## config.mk

```make
export PLATFORM = sky130hd
export DESIGN_NAME = dig_mod_core
export DESIGN_NICKNAME = d
export VERILOG_FILES = /design/src/rtl/dig_mod_pkg.sv /design/src/rtl/pn_lfsr.sv /design/src/rtl/dig_mod_core.sv
export SDC_FILE = /design/constraint.sdc
export NUM_CORES = 1
export LEC_CHECK = 0
export BUFFER_PORTS_ARGS = -buffer_cell sky130_fd_sc_hd__buf_2
export CAP_MARGIN = 30
export CORE_MARGIN = 2
export CORE_UTILIZATION = 35
export DETAILED_ROUTE_END_ITERATION = 7
export GPL_TIMING_DRIVEN = 0
export SLEW_MARGIN = 5
export SYNTH_ARGS = -nofsm -noshare
export SYNTH_HDL_FRONTEND = slang
export SYNTH_SLANG_ARGS = --single-unit
```

## constraint.sdc

```tcl
create_clock -name clk -period 7 [get_ports clk]
set_input_delay 1.4 -clock clk [delete_from_list [all_inputs] [get_ports clk]]
set_output_delay 1.4 -clock clk [all_outputs]
set_load 0.01 [all_outputs]
```

## src/rtl/dig_mod_pkg.sv

```systemverilog
`default_nettype none
// ============================================================================
//  Module      : dig_mod_pkg
//  Description : Shared definitions for the digital modulator core: modulation
//                mode encodings and maximal-length LFSR tap masks, orders 3..16.
//  Revision    : 1.0 - initial release
// ============================================================================
package dig_mod_pkg;

  typedef enum logic [1:0] {
    MODE_CARRIER = 2'd0,
    MODE_ASK     = 2'd1,
    MODE_FSK     = 2'd2,
    MODE_BPSK    = 2'd3
  } mode_e;

  // Tap masks: bit i set means stage i+1 feeds back (maximal-length polynomials)
  localparam logic [15:0] TAPS_N3  = 16'h0006;
  localparam logic [15:0] TAPS_N4  = 16'h000C;
  localparam logic [15:0] TAPS_N5  = 16'h0014;
  localparam logic [15:0] TAPS_N6  = 16'h0030;
  localparam logic [15:0] TAPS_N7  = 16'h0060;
  localparam logic [15:0] TAPS_N8  = 16'h00B8;
  localparam logic [15:0] TAPS_N9  = 16'h0110;
  localparam logic [15:0] TAPS_N10 = 16'h0240;
  localparam logic [15:0] TAPS_N11 = 16'h0500;
  localparam logic [15:0] TAPS_N12 = 16'h0829;
  localparam logic [15:0] TAPS_N13 = 16'h100D;
  localparam logic [15:0] TAPS_N14 = 16'h2015;
  localparam logic [15:0] TAPS_N15 = 16'h6000;
  localparam logic [15:0] TAPS_N16 = 16'hD008;

  // Look up the default tap mask for a given LFSR order (zero if unsupported)
  function automatic logic [15:0] default_taps(input int n);
    case (n)
      3:       default_taps = TAPS_N3;
      4:       default_taps = TAPS_N4;
      5:       default_taps = TAPS_N5;
      6:       default_taps = TAPS_N6;
      7:       default_taps = TAPS_N7;
      8:       default_taps = TAPS_N8;
      9:       default_taps = TAPS_N9;
      10:      default_taps = TAPS_N10;
      11:      default_taps = TAPS_N11;
      12:      default_taps = TAPS_N12;
      13:      default_taps = TAPS_N13;
      14:      default_taps = TAPS_N14;
      15:      default_taps = TAPS_N15;
      16:      default_taps = TAPS_N16;
      default: default_taps = 16'h0000;
    endcase
  endfunction

endpackage
`default_nettype wire

```

## src/rtl/pn_lfsr.sv

```systemverilog
`default_nettype none
// ============================================================================
//  Module      : pn_lfsr
//  Description : Fibonacci PN LFSR. Shifts left on step, feedback (XOR of the
//                tapped stages) enters at the LSB. An all-zero state is forced
//                back to all ones on the next clock.
//  Revision    : 1.0 - initial release
// ============================================================================
module pn_lfsr
  import dig_mod_pkg::*;
#(
  parameter int                LFSR_N    = 7,
  parameter logic [LFSR_N-1:0] LFSR_TAPS = 7'h60
) (
  input  logic              clk,
  input  logic              rst,
  input  logic              step,
  output logic [LFSR_N-1:0] state
);

  logic w_fb;

  // Feedback bit from the tapped stages
  always_comb begin
    w_fb = ^(state & LFSR_TAPS);
  end

  // State register with lock-up recovery
  always_ff @(posedge clk) begin
    if (!rst) begin
      state <= '1;
    end else if (state == '0) begin
      state <= '1;
    end else if (step) begin
      state <= {state[LFSR_N-2:0], w_fb};
    end
  end

endmodule
`default_nettype wire

```

## src/rtl/dig_mod_core.sv

```systemverilog
`default_nettype none
// ============================================================================
//  Module      : dig_mod_core
//  Description : Digital modulator core: DDS phase accumulator, symbol timer,
//                PN symbol source and carrier/ASK/FSK/BPSK mode logic driving
//                an external sine ROM address and a ROM-aligned amplitude gate.
//                Configuration is double-buffered and applied at symbol wraps.
//                Optional: define DIG_MOD_PHASE_SYNC_EN to clear the phase
//                accumulator on every symbol wrap (coherent symbol start).
//  Revision    : 1.0 - initial release
// ============================================================================
module dig_mod_core
  import dig_mod_pkg::*;
#(
  parameter int                ACC_W     = 32,
  parameter int                ADDR_W    = 12,
  parameter int                SYM_DIV_W = 16,
  parameter int                LFSR_N    = 7,
  parameter logic [LFSR_N-1:0] LFSR_TAPS = 7'h60,
  parameter int                ROM_LAT   = 1
) (
  input  logic                 clk,
  input  logic                 rst,
  input  logic                 cfg_load,
  input  logic [1:0]           cfg_mode,
  input  logic [ACC_W-1:0]     cfg_fcw0,
  input  logic [ACC_W-1:0]     cfg_fcw1,
  input  logic [SYM_DIV_W-1:0] cfg_div,
  output logic [ADDR_W-1:0]    rom_addr,
  output logic                 amp_gate,
  output logic                 sym_bit,
  output logic                 sym_strobe
);

  localparam logic [SYM_DIV_W-1:0] c_cnt_one = {{(SYM_DIV_W-1){1'b0}}, 1'b1};
  localparam logic [ADDR_W-1:0]    c_half    = {1'b1, {(ADDR_W-1){1'b0}}};

  // Active and shadow configuration
  mode_e                r_mode_act, r_mode_sh;
  logic [ACC_W-1:0]     r_fcw0_act, r_fcw1_act, r_fcw0_sh, r_fcw1_sh;
  logic [SYM_DIV_W-1:0] r_div_act, r_div_sh;
  logic                 r_pending;

  logic [SYM_DIV_W-1:0] r_cnt;
  logic [ACC_W-1:0]     r_acc;
  logic                 r_gate;

  logic                 w_wrap;
  logic [ACC_W-1:0]     w_fsel;
  logic [ADDR_W-1:0]    w_poff;
  logic                 w_gate;
  logic                 w_msb_next;
  logic [LFSR_N-1:0]    w_lfsr_state;

  pn_lfsr #(
    .LFSR_N    (LFSR_N),
    .LFSR_TAPS (LFSR_TAPS)
  ) u_pn_lfsr (
    .clk   (clk),
    .rst   (rst),
    .step  (w_wrap),
    .state (w_lfsr_state)
  );

  // Symbol wrap, frequency/phase selection and gate decision from active config
  always_comb begin
    w_wrap     = (r_cnt == r_div_act);
    w_fsel     = (r_mode_act == MODE_FSK && sym_bit) ? r_fcw1_act : r_fcw0_act;
    w_poff     = (r_mode_act == MODE_BPSK && sym_bit) ? c_half : '0;
    w_gate     = (r_mode_act == MODE_ASK) ? sym_bit : 1'b1;
    // MSB the LFSR will hold after this step (an all-zero state recovers to all ones)
    w_msb_next = (w_lfsr_state == '0) ? 1'b1 : w_lfsr_state[LFSR_N-2];
  end

  // Shadow capture and wrap-time transfer into the active configuration
  always_ff @(posedge clk) begin
    if (!rst) begin
      r_mode_act <= MODE_CARRIER;
      r_fcw0_act <= '0;
      r_fcw1_act <= '0;
      r_div_act  <= '1;
      r_mode_sh  <= MODE_CARRIER;
      r_fcw0_sh  <= '0;
      r_fcw1_sh  <= '0;
      r_div_sh   <= '1;
      r_pending  <= 1'b0;
    end else begin
      if (w_wrap && r_pending) begin
        r_mode_act <= r_mode_sh;
        r_fcw0_act <= r_fcw0_sh;
        r_fcw1_act <= r_fcw1_sh;
        r_div_act  <= r_div_sh;
      end
      // A load on the wrap cycle keeps pending set so the new values land next wrap
      if (cfg_load) begin
        r_mode_sh <= mode_e'(cfg_mode);
        r_fcw0_sh <= cfg_fcw0;
        r_fcw1_sh <= cfg_fcw1;
        r_div_sh  <= cfg_div;
        r_pending <= 1'b1;
      end else if (w_wrap) begin
        r_pending <= 1'b0;
      end
    end
  end

  // Symbol timer, strobe and current symbol bit
  always_ff @(posedge clk) begin
    if (!rst) begin
      r_cnt      <= '0;
      sym_strobe <= 1'b0;
      sym_bit    <= 1'b0;
    end else begin
      sym_strobe <= w_wrap;
      if (w_wrap) begin
        r_cnt   <= '0;
        sym_bit <= w_msb_next;
      end else begin
        r_cnt <= r_cnt + c_cnt_one;
      end
    end
  end

  // Phase accumulator, ROM address and gate stage aligned with the address
  always_ff @(posedge clk) begin
    if (!rst) begin
      r_acc    <= '0;
      rom_addr <= '0;
      r_gate   <= 1'b0;
    end else begin
`ifdef DIG_MOD_PHASE_SYNC_EN
      r_acc <= w_wrap ? '0 : r_acc + w_fsel;
`else
      r_acc <= r_acc + w_fsel;
`endif
      rom_addr <= r_acc[ACC_W-1 -: ADDR_W] + w_poff;
      r_gate   <= w_gate;
    end
  end

  // Delay the gate by the ROM read latency so it lines up with ROM data
  generate
    if (ROM_LAT == 1) begin : g_lat_one
      logic r_dly;
      // Single-stage gate delay
      always_ff @(posedge clk) begin
        if (!rst) begin
          r_dly <= 1'b0;
        end else begin
          r_dly <= r_gate;
        end
      end
      assign amp_gate = r_dly;
    end else begin : g_lat_multi
      logic [ROM_LAT-1:0] r_dly;
      // Multi-stage gate delay line
      always_ff @(posedge clk) begin
        if (!rst) begin
          r_dly <= '0;
        end else begin
          r_dly <= {r_dly[ROM_LAT-2:0], r_gate};
        end
      end
      assign amp_gate = r_dly[ROM_LAT-1];
    end
  endgenerate

endmodule
`default_nettype wire
```

==> qor.json <==
{
  "routing": {
    "total_vias_in_the_final_route": 8025,
    "wirelength_um": 25100,
    "detail-route-antenna-nets": 0,
    "drt_iter0_markers": 330,
    "drt-vias-per-instance": 4.81,
    "length_of_the_first_detailed_routing_pass_in_iterations": 5,
    "drt-wirelength-per-cell_um": 15.1,
    "remaining_drc_errors": 0
  },
  "critical_path": {
    "critical-path-slowest-cell": "sky130_fd_sc_hd__clkbuf_1",
    "critPathKind": "register to register",
    "endpoint_kind": "register",
    "critPathBufInv": 2,
    "critPathLaunchType": "register",
    "timing.critical_path.arrival_ns": 4.29,
    "cp.required_ns": 7.42,
    "critical_path.max_stage_delay_ns": 0.62,
    "path_max_fanout": 10,
    "path_delay_family": "simple AND/OR/NAND/NOR gates",
    "critical_path.cell_chain": "nand3b_1 > clkbuf_1 > mux2_2 > ha_1 > clkbuf_1 > nand4_1 > nor3_1 > nand4_1 > a31oi_1 > o21ai_0 > xnor2_1 > and2_1"
  },
  "place": {
    "detailed_place_hpwl_um": 18900,
    "port-buffer-count": 97,
    "gpl.final_weighted_congestion": 0.879
  },
  "global_routing": {
    "grt_overflow": 0,
    "maximum_number_of_pins_on_one_net_before_global_route_repair": 14,
    "antenna_violations_before_repair": 0,
    "grt_util_overall_pct": 16.3,
    "first_global_vias": 7760,
    "wire_length_of_the_first_global_routing_pass_um": 40600
  },
  "finish": {
    "fin_util_pct": 42.1,
    "syn2layout_area_growth_pct": 18.5,
    "fin_nets": 1387,
    "fill_cells": 2919,
    "post_route_cells_drive_above_1_share_pct": 14.7,
    "n_antenna_cell": 0
  },
  "power": {
    "total_leakage_power_uw": 0.00518,
    "vdd_drop_max_mv": 0.148,
    "power-per-cell-area_mw_per_mm2": 247
  },
  "run_status": {
    "status": "completed"
  },
  "timing": {
    "slew_headroom_pct": 38.6,
    "rsz0062_at_grt": "no",
    "hold_slack_ns": 0.449,
    "worst_clock_skew_ns": 0.0157,
    "report.final.hold_viol_count": 0,
    "final.period_utilization_pct": 55.3,
    "fin_crit_ns": 3.87,
    "fmaxAchievable_mhz": 258,
    "worst-slew-pin-transition_ns": 0.920,
    "drv_slew": 0,
    "setup_viol": 0,
    "setup-tns-final_ns": 0
  },
  "floorplan": {
    "placement_rows": 62,
    "dieWidth_um": 175,
    "pin_count": 100,
    "die_area_mm2": 0.0305,
    "initial_core_util_pct": 35.6,
    "die_height_um": 175,
    "fp.coreArea_mm2": 0.0287
  },
  "yosys": {
    "portion_of_synthesized_cell_area_occupied_by_the_leading_cell_type_pct": 46.3,
    "post_synthesis_net_count": 1262,
    "yosys_register_bits": 236,
    "synthesis.yosys.warnings": 0,
    "synth.distinct_cells": 54,
    "synth.avg_cell_area_um2": 8.94,
    "synth_top_flop_cell": "sky130_fd_sc_hd__dfxtp_1",
    "yosys.area.top_type": "sky130_fd_sc_hd__dfxtp_1",
    "synth_area_leaders": "sky130_fd_sc_hd__dfxtp_1, sky130_fd_sc_hd__mux2i_1, sky130_fd_sc_hd__nand2_1, sky130_fd_sc_hd__nor2_1, sky130_fd_sc_hd__a21oi_1",
    "netlist_instances": 1141,
    "netlist_area_mm2": 0.0102,
    "ys_async_sr_fraction_pct": 0,
    "synth_edf_count": 0,
    "synth.yosys.seq_area_share_pct": 46.3
  },
  "clock_network": {
    "post-cts-setup-buffer-count": 0,
    "cts.path.max_buffers": 3,
    "clock-sinks": 236,
    "numCtsBuffers": 26,
    "cts.root.buffer_cell": "sky130_fd_sc_hd__clkbuf_16",
    "clock_latency_ns": 0.53,
    "cts.clk_slew.worst_paths_ns": 0.06,
    "ctsHoldBuffers": 0,
    "tritoncts": "built",
    "cts_resized": 0,
    "cts-htree-levels": 1
  },
  "job": {
    "maxCapViolations": 0
  },
  "hold_path": {
    "timing.hold.worst.class": "register to register"
  }
}
-- worst reg2reg max path, cell delays in order (launching register included) --
cell and delay (ns):
sky130_fd_sc_hd__dfxtp_1 0.36, sky130_fd_sc_hd__nand3b_1 0.26, sky130_fd_sc_hd__clkbuf_1 0.62, sky130_fd_sc_hd__mux2_2 0.42, sky130_fd_sc_hd__ha_1 0.27, sky130_fd_sc_hd__clkbuf_1 0.26, sky130_fd_sc_hd__nand4_1 0.24, sky130_fd_sc_hd__nor3_1 0.32
sky130_fd_sc_hd__nand4_1 0.17, sky130_fd_sc_hd__a31oi_1 0.31, sky130_fd_sc_hd__o21ai_0 0.22, sky130_fd_sc_hd__xnor2_1 0.16, sky130_fd_sc_hd__and2_1 0.15
-- layer usage --
metal	track usage [%]	vias to the layer above	part of all wire, %
li1	-	4113	-
met4	5.00	0	2.9
met3	2.20	41	4.1
met2	26.9	150	45
met5	0	-	0
met1	22.3	3721	48
-- state kept, by name (all words and copies together) (netlist names), 7 cells and up --
name,count
r_acc,32
r_cnt,16
r_div_act,16
r_div_sh,16
r_fcw0_act,32
r_fcw0_sh,32
r_fcw1_act,32
r_fcw1_sh,32
rom_addr,12
u_pn_lfsr.state,7
-- through the flow --
stage / power (µW) / instances / setup WS [ns] / area, µm²
floorplan: 1500 / 1141 / 3.80 / 10200
global placement: 1550 / 1622 / 3.16 / 11200
detailed placement: 1560 / 1622 / 3.16 / 11200
CTS: 3020 / 1668 / 3.13 / 12100
global route: 3090 / 1668 / 2.86 / 12100
finish: 2990 / 1668 / 3.13 / 12100
-- cell type report --
class                      instances  area (µm²)  area share [%]
clock inverter                     9         150            1.24
timing repair buffer              97         485            4.01
buffer                            64         275            2.28
multi-input combinational        831        5170            42.7
clock buffer                      37         773            6.39
sequential                       236        4720            39.1
inverter                          10        37.5           0.310
tap                              384         480            3.97
-- synthesized netlist by cell type, types with 3 or more instances --
| cell | count |
|---|---|
| sky130_fd_sc_hd__a211oi_1 | 4 |
| sky130_fd_sc_hd__nand4_1 | 15 |
| sky130_fd_sc_hd__xor2_1 | 21 |
| sky130_fd_sc_hd__nor3_1 | 7 |
| sky130_fd_sc_hd__ha_1 | 35 |
| sky130_fd_sc_hd__o21bai_1 | 3 |
| sky130_fd_sc_hd__o21ai_0 | 14 |
| sky130_fd_sc_hd__buf_4 | 8 |
| sky130_fd_sc_hd__nor2b_1 | 7 |
| sky130_fd_sc_hd__nand2b_1 | 8 |
| sky130_fd_sc_hd__mux2_2 | 31 |
| sky130_fd_sc_hd__a311oi_1 | 5 |
| sky130_fd_sc_hd__a31oi_1 | 4 |
| sky130_fd_sc_hd__o211ai_1 | 6 |
| sky130_fd_sc_hd__buf_2 | 4 |
| sky130_fd_sc_hd__o21a_1 | 3 |
| sky130_fd_sc_hd__inv_1 | 9 |
| sky130_fd_sc_hd__mux2i_1 | 93 |
| sky130_fd_sc_hd__and2_1 | 20 |
| sky130_fd_sc_hd__xnor2_1 | 31 |
| sky130_fd_sc_hd__nor2_1 | 130 |
| sky130_fd_sc_hd__dfxtp_1 | 236 |
| sky130_fd_sc_hd__a21o_1 | 17 |
| sky130_fd_sc_hd__clkbuf_1 | 44 |
| sky130_fd_sc_hd__buf_1 | 8 |
| sky130_fd_sc_hd__nand3_1 | 27 |
| sky130_fd_sc_hd__nand2_1 | 218 |
| sky130_fd_sc_hd__a21oi_1 | 97 |
| sky130_fd_sc_hd__and3_1 | 6 |
-- final timing paths --
check | from | to | slack [ns] | depth (start not counted)
worst min register to register | r_gate$_SDFF_PN0_ | amp_gate$_SDFF_PN0_ | 0.45 | 1
worst max register to register | r_mode_act[0]$_SDFFE_PN0P_ | r_acc[26]$_SDFF_PN0_ | 3.13 | 12
worst min-delay path | r_gate$_SDFF_PN0_ | amp_gate$_SDFF_PN0_ | 0.45 | 1
worst max-delay path | r_mode_act[0]$_SDFFE_PN0P_ | r_acc[26]$_SDFF_PN0_ | 3.13 | 12
-- power by group --
part	total [µW]	switching (µW)	leakage [µW]	internal [µW]
logic	129	72.4	0.00281	56.6
clock network	1460	550	0.000449	911
registers	1400	19.7	0.00192	1380
-- logic make-up after synthesis --
group | Yosys count | synth area share [%]
and+or+nand+nor | 450 | 18.9
muxes | 124 | 12.5
xor gates and xnor gates | 52 | 4.46
DFF | 236 | 46.3
buffers and inverters | 74 | 3.06
AOI/OAI and AO/OA | 169 | 10.2
adders and majority gates | 36 | 4.49
-- cells in the final DEF, fill, tap and decap left out, types with 21 or more instances in the layout --
master                      synthesis  final
sky130_fd_sc_hd__dfxtp_1          236    236
sky130_fd_sc_hd__ha_1              35     35
sky130_fd_sc_hd__xnor2_1           31     31
sky130_fd_sc_hd__buf_2              4    101
sky130_fd_sc_hd__nand2_1          218    218
sky130_fd_sc_hd__clkbuf_1          44     48
sky130_fd_sc_hd__nor2_1           130    130
sky130_fd_sc_hd__clkbuf_16          0     27
sky130_fd_sc_hd__xor2_1            21     21
sky130_fd_sc_hd__mux2i_1           93     93
sky130_fd_sc_hd__a21oi_1           97     97
sky130_fd_sc_hd__mux2_2            31     31
sky130_fd_sc_hd__nand3_1           27     27
Power figures use the tool's default switching activity.
